--- src/rtl/ase_rsp_egress_pacer.sv ---
// Pops matured scoreboard entries into a skid FIFO and paces them out on the AFU
// response channel with a valid/ready handshake and an optional idle gap after each beat.
module ase_rsp_egress_pacer #(
  parameter int HDR_WIDTH  = 72,
  parameter int DATA_WIDTH = 72,
  parameter int SKID_DEPTH = 4,
  parameter int MIN_GAP    = 0
) (
  input  logic                  clk,
  input  logic                  rst,
  input  logic                  sb_empty,
  output logic                  sb_read_en,
  input  logic                  sb_valid_out,
  input  logic [HDR_WIDTH-1:0]  sb_meta_out,
  input  logic [DATA_WIDTH-1:0] sb_data_out,
  output logic                  rsp_valid,
  input  logic                  rsp_ready,
  output logic [HDR_WIDTH-1:0]  rsp_meta,
  output logic [DATA_WIDTH-1:0] rsp_data,
  output logic [31:0]           rsp_count,
  output logic                  err_unexpected,
  output logic                  err_overflow
);

  localparam int AW = $clog2(SKID_DEPTH);
  localparam int OW = AW + 1;
  localparam logic [OW-1:0] DEPTH_L = OW'(SKID_DEPTH);
  localparam logic [7:0]    GAP_L   = 8'(MIN_GAP);

  typedef struct packed {
    logic [HDR_WIDTH-1:0]  meta;
    logic [DATA_WIDTH-1:0] data;
  } entry_t;

  typedef enum logic [1:0] {IDLE, SEND, GAP} state_t;

  entry_t        mem [SKID_DEPTH];
  logic [AW-1:0] wr_ptr, rd_ptr;
  logic [OW-1:0] occ, occ_next;
  logic          pending;
  logic          run;
  logic          push, pop;
  state_t        state;
  logic [7:0]    gap_cnt;

  assign push     = sb_valid_out && (occ < DEPTH_L);
  assign pop      = rsp_valid && rsp_ready;
  assign occ_next = occ + OW'(push) - OW'(pop);

  // Credit counts the pop whose data lands this cycle, so the FIFO is never over-committed.
  // run keeps the pop request low while reset is asserted.
  assign sb_read_en = run && !sb_empty && ((occ + OW'(pending)) < DEPTH_L);

  assign rsp_meta = mem[rd_ptr].meta;
  assign rsp_data = mem[rd_ptr].data;

  always_ff @(posedge clk or negedge rst) begin
    if (!rst) begin
      run            <= 1'b0;
      pending        <= 1'b0;
      wr_ptr         <= '0;
      rd_ptr         <= '0;
      occ            <= '0;
      err_unexpected <= 1'b0;
      err_overflow   <= 1'b0;
      for (int i = 0; i < SKID_DEPTH; i++) mem[i] <= '0;
    end else begin
      run     <= 1'b1;
      pending <= sb_read_en;
      occ     <= occ_next;
      if (sb_valid_out && !pending) err_unexpected <= 1'b1;
      if (sb_valid_out && !push)    err_overflow   <= 1'b1;
      if (push) begin
        mem[wr_ptr] <= '{meta: sb_meta_out, data: sb_data_out};
        wr_ptr      <= wr_ptr + AW'(1);
      end
      if (pop) rd_ptr <= rd_ptr + AW'(1);
    end
  end

  always_ff @(posedge clk or negedge rst) begin
    if (!rst) begin
      state     <= IDLE;
      rsp_valid <= 1'b0;
      gap_cnt   <= '0;
      rsp_count <= '0;
    end else begin
      case (state)
        IDLE: if (occ != '0) begin
          state     <= SEND;
          rsp_valid <= 1'b1;
        end
        SEND: if (rsp_ready) begin
          rsp_count <= rsp_count + 32'd1;
          if (MIN_GAP > 0) begin
            state     <= GAP;
            rsp_valid <= 1'b0;
            gap_cnt   <= GAP_L - 8'd1;
          end else if (occ_next == '0) begin
            state     <= IDLE;
            rsp_valid <= 1'b0;
          end
        end
        GAP: begin
          if (gap_cnt == 8'd0) begin
            if (occ != '0) begin
              state     <= SEND;
              rsp_valid <= 1'b1;
            end else begin
              state <= IDLE;
            end
          end else begin
            gap_cnt <= gap_cnt - 8'd1;
          end
        end
        default: begin
          state     <= IDLE;
          rsp_valid <= 1'b0;
        end
      endcase
    end
  end

endmodule
--- config.mk ---
export PLATFORM = sky130hd
export DESIGN_NAME = ase_rsp_egress_pacer
export DESIGN_NICKNAME = d
export VERILOG_FILES = /design/src/rtl/ase_rsp_egress_pacer.sv
export SDC_FILE = /design/constraint.sdc
export NUM_CORES = 1
export LEC_CHECK = 0
export ABC_AREA = 1
export BUFFER_PORTS_ARGS = -buffer_cell sky130_fd_sc_hd__buf_2
export CORE_MARGIN = 3
export CORE_UTILIZATION = 55
export DETAILED_ROUTE_END_ITERATION = 12
export MAX_ROUTING_LAYER = met4
export PLACE_DENSITY = 0.76
export SYNTH_ARGS = -nofsm -noshare
export SYNTH_HDL_FRONTEND = slang
export SYNTH_SLANG_ARGS = --single-unit
--- constraint.sdc ---
create_clock -name clk -period 6.3 [get_ports clk]
set_input_delay 0 -clock clk [delete_from_list [all_inputs] [get_ports clk]]
set_output_delay 0 -clock clk [all_outputs]
set_load 0.03 [all_outputs]
## Word-level counts from Yosys, hierarchy flattened

Index checks and enable logic that the tools add are counted.

| word-level totals | value |
|---|---|
| output and inout port bits | 180 |
| bits in registers | 630 |
| word-level logic and storage cells | 75 |

| operators by class | value |
|---|---|
| equal/unequal tests | 6 |
| bitwise gates (word level) | 3 |
| muxes and demuxes | 17 |
| reduce and logical (&&, ||, !) cells | 18 |
| add/subtract/negate cells | 7 |
| order comparisons | 5 |

Operators with widths:

| kind | count |
|---|---|
| $bwmux W576 | 1 |
| $mux W144 | 3 |
| $bmux W144 S2 | 1 |
| $demux W144 S2 | 1 |
| $add A32 B1 Y32 const B | 1 |
| $logic_not A8 Y1 | 1 |
| $mux W2 | 4 |
| $ne A2 B2 Y1 const B | 4 |
| $sub A8 B1 Y8 const B | 1 |
| $logic_and A1 B1 Y1 | 7 |
| $add A3 B1 Y3 | 2 |
| $ge A3 B3 Y1 const B | 2 |
| $lt A3 B3 Y1 const B | 2 |
| $not A2 Y3 | 2 |
| $pmux W2 S3 | 1 |
| $mux W1 | 5 |
| $add A2 B1 Y2 const B | 2 |
| $reduce_and A2 Y1 | 2 |
| $reduce_and A4 Y1 | 1 |
| $logic_not A1 Y1 | 3 |
| $logic_not A3 Y1 | 1 |
| $lt A3 B1 Y1 const B | 1 |
| $pmux W1 S3 | 1 |
| $reduce_and A3 Y1 | 1 |
| other kinds (6) | 6 |

## Logic depth before layout (Yosys ltp)

| logic depth | value |
|---|---|
| word-level depth | 8 |
| mapped depth | 12 |

## Least setup slack after synthesis

OpenSTA, ideal clock, no wires.

| timing path | value |
|---|---|
| path type | reg-to-reg |
| start point | register rsp_valid |
| end point | register rsp_valid |
| setup slack | 4.216 ns |
| cell stages (with the launch flop) | 13 |
| path buffers | 0 |
| period minus slack after synthesis | 2.084 ns |
| arrival time | 1.964 ns |
| required time | 6.180 ns |
| cell sequence | dfrtp_1 -> nand2_1 -> inv_1 -> ha_1 -> inv_1 -> ha_1 -> inv_1 -> fa_1 -> inv_1 -> nor3_1 -> nand2_1 -> o21ai_0 -> inv_1 |

| on the way | value |
|---|---|
| longest elaborated chain between the ends | 5 |

Ends and longest elaborated chain:

| what | line | source |
|---|---|---|
| start, declared | 16 | `output logic rsp_valid,` |
| start signal, assigned | 84 | `rsp_valid <= 1'b0;` |
| start signal, assigned | 91 | `rsp_valid <= 1'b1;` |
| start signal, assigned | 97 | `rsp_valid <= 1'b0;` |
| $logic_and A1 B1 Y1 | 47 | `assign pop = rsp_valid && rsp_ready;` |
| named net pop | 42 | `logic push, pop;` |
| $sub A3 B1 Y3 | 48 | `assign occ_next = occ + OW'(push) - OW'(pop);` |
| named net occ_next[1] | 39 | `logic [OW-1:0] occ, occ_next;` |
| $logic_not A3 Y1 | 99 | `end else if (occ_next == '0) begin` |
| $ne A2 B2 Y1 (no line) | - |  |
| $reduce_and A3 Y1 (no line) | - |  |

The timed path passes the listed nets, and every way through them passes these cells. The select of a mux whose other input is x is not followed.
A chain may end at the register's enable or synchronous reset.

## Worst setup path in the final report

| timing path | value |
|---|---|
| start point | register rd_ptr[0] |
| end point | output port rsp_data[26] |

| on the way | value |
|---|---|
| longest elaborated chain between the ends | 4 |

Ends and longest elaborated chain:

| what | line | source |
|---|---|---|
| start, declared | 38 | `logic [AW-1:0] wr_ptr, rd_ptr;` |
| start signal, assigned | 77 | `if (pop) rd_ptr <= rd_ptr + AW'(1);` |
| $not A2 Y3 (not written as such) | 55 | `assign rsp_data = mem[rd_ptr].data;` |
| $bmux W144 S2 | 55 |  |
| $mux W144 (not written as such) (2 in series) | 55 |  |
| end, declared | 19 | `output logic [DATA_WIDTH-1:0] rsp_data,` |

Every way passes these cells. The select of a mux whose other input is x is not followed.

==> flow_summary.html <==
<table>
<tr><th>Metric</th><th>Value</th></tr>
<tr><th colspan="2">STA</th></tr>
<tr><td>Worst-Margin Slew</td><td>1210 ps</td></tr>
<tr><td>Worst rel slew slack</td><td>19.0%</td></tr>
<tr><td>Hold violation count in the final report</td><td>0</td></tr>
<tr><td>Clock Skew</td><td>10.7 ps</td></tr>
<tr><td>Fin worst setup slack</td><td>2610 ps</td></tr>
<tr><td>Final period demand of the worst path</td><td>3690 ps</td></tr>
<tr><td>Unrepaired setup endpoints after global routing</td><td>no</td></tr>
<tr><td>Setup TNS</td><td>0 ps</td></tr>
<tr><td>Number of max-slew violations in the final report</td><td>0</td></tr>
<tr><td>Final period utilization</td><td>58.6%</td></tr>
<tr><td># setup viols final</td><td>0</td></tr>
<tr><td>Maximum operating frequency</td><td>271 MHz</td></tr>
<tr><th colspan="2">Pwr</th></tr>
<tr><td>Worst IR Drop VDD</td><td>0.444 mV</td></tr>
<tr><td>Power, Total</td><td>18.6 mW</td></tr>
<tr><td>Lkg Pwr</td><td>15.8 nW</td></tr>
<tr><td>PwrDens</td><td>576 nW/µm²</td></tr>
<tr><th colspan="2">Worst setup path</th></tr>
<tr><td>Worst R2R Start</td><td>rd_ptr[0]</td></tr>
<tr><td>Reg-to-reg endpoint</td><td>rd_ptr[1]</td></tr>
<tr><td>Length in cells of the worst reg-to-reg path</td><td>4</td></tr>
<tr><td>Data required time at the worst endpoint</td><td>6300 ps</td></tr>
<tr><td>Largest fanout on the critical path</td><td>159</td></tr>
<tr><td>Endpoint class of the critical path</td><td>output port</td></tr>
<tr><td>Worst-case register-to-register setup slack</td><td>3500 ps</td></tr>
<tr><td>Crit path kind</td><td>reg2out</td></tr>
<tr><td>Kind of start point of the critical path</td><td>flip-flop</td></tr>
<tr><td>Arrival time reported for the critical path endpoint</td><td>3690 ps</td></tr>
<tr><th colspan="2">Synthesis</th></tr>
<tr><td>Cells taking the most area after synthesis</td><td>sky130_fd_sc_hd__dfrtp_1 (57%), sky130_fd_sc_hd__o21ai_0 (13%), sky130_fd_sc_hd__nand2_1 (8.7%)</td></tr>
<tr><td>Post-synth net total</td><td>3244</td></tr>
<tr><td>Unique masters post-synth</td><td>37</td></tr>
<tr><td>Cell type with the largest total area after synthesis</td><td>sky130_fd_sc_hd__dfrtp_1</td></tr>
<tr><td>Main flop type after synthesis</td><td>sky130_fd_sc_hd__dfrtp_1</td></tr>
<tr><td>Top cell type's share of synthesized area</td><td>56.6%</td></tr>
<tr><td>Register bit count reported by yosys</td><td>621</td></tr>
<tr><td>Post-Syn Area per Cell</td><td>8.90 µm²</td></tr>
<tr><td>Yosys warns</td><td>0</td></tr>
<tr><td>Post-synth ARST share</td><td>100%</td></tr>
<tr><td>Cells after Synth</td><td>3087</td></tr>
<tr><td>Number of synthesized flops with an enable pin</td><td>0</td></tr>
<tr><td>Seq/Total Area, Yosys</td><td>56.6%</td></tr>
<tr><td>Post-synthesis instance area</td><td>27500 µm²</td></tr>
<tr><th colspan="2">Place</th></tr>
<tr><td>Detailed Place HPWL</td><td>39.6 mm</td></tr>
<tr><td>Pre-CTS setup slack</td><td>3420 ps</td></tr>
<tr><td>Global placer's final weighted congestion</td><td>0.838</td></tr>
<tr><td>Cell total after placement</td><td>3876</td></tr>
<tr><td>Buffers on Ports</td><td>328</td></tr>
<tr><th colspan="2">Layout</th></tr>
<tr><td>Area used by sequential logic in the layout</td><td>15500 µm²</td></tr>
<tr><td>Share of post-route cells with drive strength above 1</td><td>13.8%</td></tr>
<tr><td>Fill cell instance count of the final layout</td><td>3851</td></tr>
<tr><td>Final net count</td><td>3586</td></tr>
<tr><td>Layout overhead on the synthesized area</td><td>17.5%</td></tr>
<tr><td>Final Non-Filler Cells</td><td>4141</td></tr>
<tr><td>Area of combinational cells with multiple inputs</td><td>9660 µm²</td></tr>
<tr><th colspan="2">Global routing</th></tr>
<tr><td>Wire length of the first global-routing pass</td><td>118 mm</td></tr>
<tr><td>Overall overflow remaining after global route</td><td>0</td></tr>
<tr><td>Global-route usage over all layers</td><td>28.2%</td></tr>
<tr><td>Maximum number of pins on one net before global-route repair</td><td>203</td></tr>
<tr><td>Vias in the first global route</td><td>23600</td></tr>
<tr><td>Antenna violations before repair</td><td>4</td></tr>
<tr><th colspan="2">Floorplan</th></tr>
<tr><td>Starting Density</td><td>55.9%</td></tr>
<tr><td>Die area</td><td>52700 µm²</td></tr>
<tr><td>Number of cell rows</td><td>81</td></tr>
<tr><td>Die outline width</td><td>230 µm</td></tr>
<tr><td>Area of the core</td><td>49200 µm²</td></tr>
<tr><td>Top Ports</td><td>329</td></tr>
<tr><td>Die span in y</td><td>230 µm</td></tr>
<tr><th colspan="2">Clocking</th></tr>
<tr><td>Maximum clock path buffer count</td><td>3</td></tr>
<tr><td>Clock-pin slew on the worst setup and hold paths</td><td>60 ps</td></tr>
<tr><td>Clock sink count</td><td>621</td></tr>
<tr><td>Clock tree from TritonCTS</td><td>yes</td></tr>
<tr><td>Root cell of the clock tree</td><td>sky130_fd_sc_hd__clkbuf_16</td></tr>
<tr><td>Clock H-tree levels</td><td>3</td></tr>
<tr><td>Number of clock buffers inserted by TritonCTS</td><td>67</td></tr>
<tr><td>Skew-Pair Late Insertion Delay</td><td>590 ps</td></tr>
<tr><th colspan="2">Drt</th></tr>
<tr><td>Total vias in the final route</td><td>23400</td></tr>
<tr><td>Aggregate routed wire length</td><td>72.3 mm</td></tr>
<tr><td>Drt pass-1 iters</td><td>6</td></tr>
<tr><td>DR iter-0 viols</td><td>2205</td></tr>
<tr><td>Number of nets with antenna violations after routing</td><td>0</td></tr>
<tr><td>Post-detailed-route wirelength per cell</td><td>17.5 µm</td></tr>
<tr><td>Final routed DRC violation total</td><td>0</td></tr>
<tr><td>Via density</td><td>5.66</td></tr>
<tr><th colspan="2">Job</th></tr>
<tr><td>Number of max-cap violations</td><td>0</td></tr>
<tr><th colspan="2">Status</th></tr>
<tr><td>Outcome</td><td>completed</td></tr>
<tr><th colspan="2">Worst hold path</th></tr>
<tr><td>Class of the tightest hold or removal check</td><td>in2async</td></tr>
</table>
==> timing repair <==
| action | CTS | global route |
|---|---|---|
| setup endpoints to repair | 0 | 0 |
| hold buffers | 148 | 0 |
| setup buffers | 0 | 0 |
| resized for setup | 0 | 0 |
| endpoints found under the hold margin | 700 | 0 |
==> per-stage QoR <==
stage | hold slack, ps | utilization, % | instance area [µm²]
3_5_place_dp | 132 | 58.2 | 28600
4_1_cts | 79.0 | 65.6 | 32300
5_1_grt | 112 | 65.7 | 32300
6_report | 67.6 | 65.7 | 32300
2_1_floorplan | -296 | - | 27500
3_3_place_gp | 119 | 58.2 | 28600
==> logic make-up after synthesis <==
logic type               Yosys count  share of synthesized area (%)
buffers and inverters            409                           8.27
AND/OR/NAND/NOR                 1007                           14.7
XOR/XNOR                          26                          0.856
adder cells (fa/ha/maj)            8                          0.392
AO/OA/AOI/OAI                   1015                           19.2
flip-flops                       621                           56.6
other                              1                         0.0136
==> worst max-delay path by stage <==
stage / slack, ps / start / to / depth (start not counted)
final: 2610 / rd_ptr[0] / rsp_data[26] / 5
after global routing: 2510 / rd_ptr[0] / rsp_data[26] / 5
after CTS: 2720 / rd_ptr[0] / rsp_data[57] / 5
after detailed placement: 3420 / rd_ptr[0] / rsp_data[22] / 5
after global placement: 3420 / rd_ptr[0] / rsp_data[25] / 5
after floorplan: 4220 / rsp_valid / rsp_valid / 12
==> where the power goes <==
| part | switching [mW] | internal (mW) | total (mW) |
|---|---|---|---|
| Sequential | 1.05 | 5.70 | 6.75 |
| Combinational | 5.55 | 2.41 | 7.97 |
| Clock | 1.56 | 2.31 | 3.87 |
==> per-layer routing <==
metal | share of wire (%) | GRT usage [%]
met1 | 41 | 35.2
met2 | 48 | 45.5
met3 | 7.5 | 5.87
met4 | 3.4 | 10.9
met5 | 0 | -
==> state kept, by name (all words and copies together), names as in the netlist, 2 cells and up <==
signal and count:
mem 576, occ 3, rd_ptr 2, rsp_count 32, wr_ptr 2
==> synth_stat cells (all sizes together) (2+ instances only) <==
library cell / instances
nand2: 649
nand3b: 3
xnor2: 10
xor2: 16
ha: 7
clkbuf: 84
o21bai: 2
inv: 191
o22ai: 144
buf: 134
o21ai: 868
dfrtp: 621
nor2: 323
nand3: 19
nor3: 3
nand4: 9
==> worst max-delay path, cell delays in order, from the launching register on <==
cell and delay, ps:
sky130_fd_sc_hd__dfrtp_4 840, sky130_fd_sc_hd__inv_8 670, sky130_fd_sc_hd__buf_12 530, sky130_fd_sc_hd__o21ai_0 220
sky130_fd_sc_hd__o22ai_1 200, sky130_fd_sc_hd__buf_2 260
==> layout by cell type (no fill, tap or decap), types with 3 or more instances in the layout <==
master and n:
sky130_fd_sc_hd__nand2_1 640, sky130_fd_sc_hd__nand2_4 3, sky130_fd_sc_hd__inv_1 186, sky130_fd_sc_hd__o21ai_0 726
sky130_fd_sc_hd__xnor2_1 10, sky130_fd_sc_hd__nor2_2 5, sky130_fd_sc_hd__nand4_1 9, sky130_fd_sc_hd__o21ai_1 142
sky130_fd_sc_hd__clkbuf_1 9, sky130_fd_sc_hd__clkbuf_16 73, sky130_fd_sc_hd__nand2_8 4, sky130_fd_sc_hd__nor3_1 3
sky130_fd_sc_hd__nand3_1 17, sky130_fd_sc_hd__ha_1 7, sky130_fd_sc_hd__buf_4 10, sky130_fd_sc_hd__nor2_4 5
sky130_fd_sc_hd__nor2_1 311, sky130_fd_sc_hd__clkbuf_8 15, sky130_fd_sc_hd__o22ai_1 144, sky130_fd_sc_hd__dlygate4sd3_1 148
sky130_fd_sc_hd__clkinv_2 14, sky130_fd_sc_hd__xor2_1 15, sky130_fd_sc_hd__buf_12 5, sky130_fd_sc_hd__dfrtp_1 619
sky130_fd_sc_hd__diode_2 4, sky130_fd_sc_hd__buf_2 327
==> layout make-up <==
| class | instances | share of cell area (%) |
|---|---|---|
| sequential | 621 | 48.2 |
| tap | 664 | 2.57 |
| clock inverter | 16 | 0.333 |
| clock buffer | 97 | 6.40 |
| antenna | 4 | 0.0310 |
| inverter | 191 | 2.30 |
| timing repair buffer | 491 | 10.3 |
| multi-input combinational | 2057 | 29.9 |
Power figures use the tool's default switching activity.
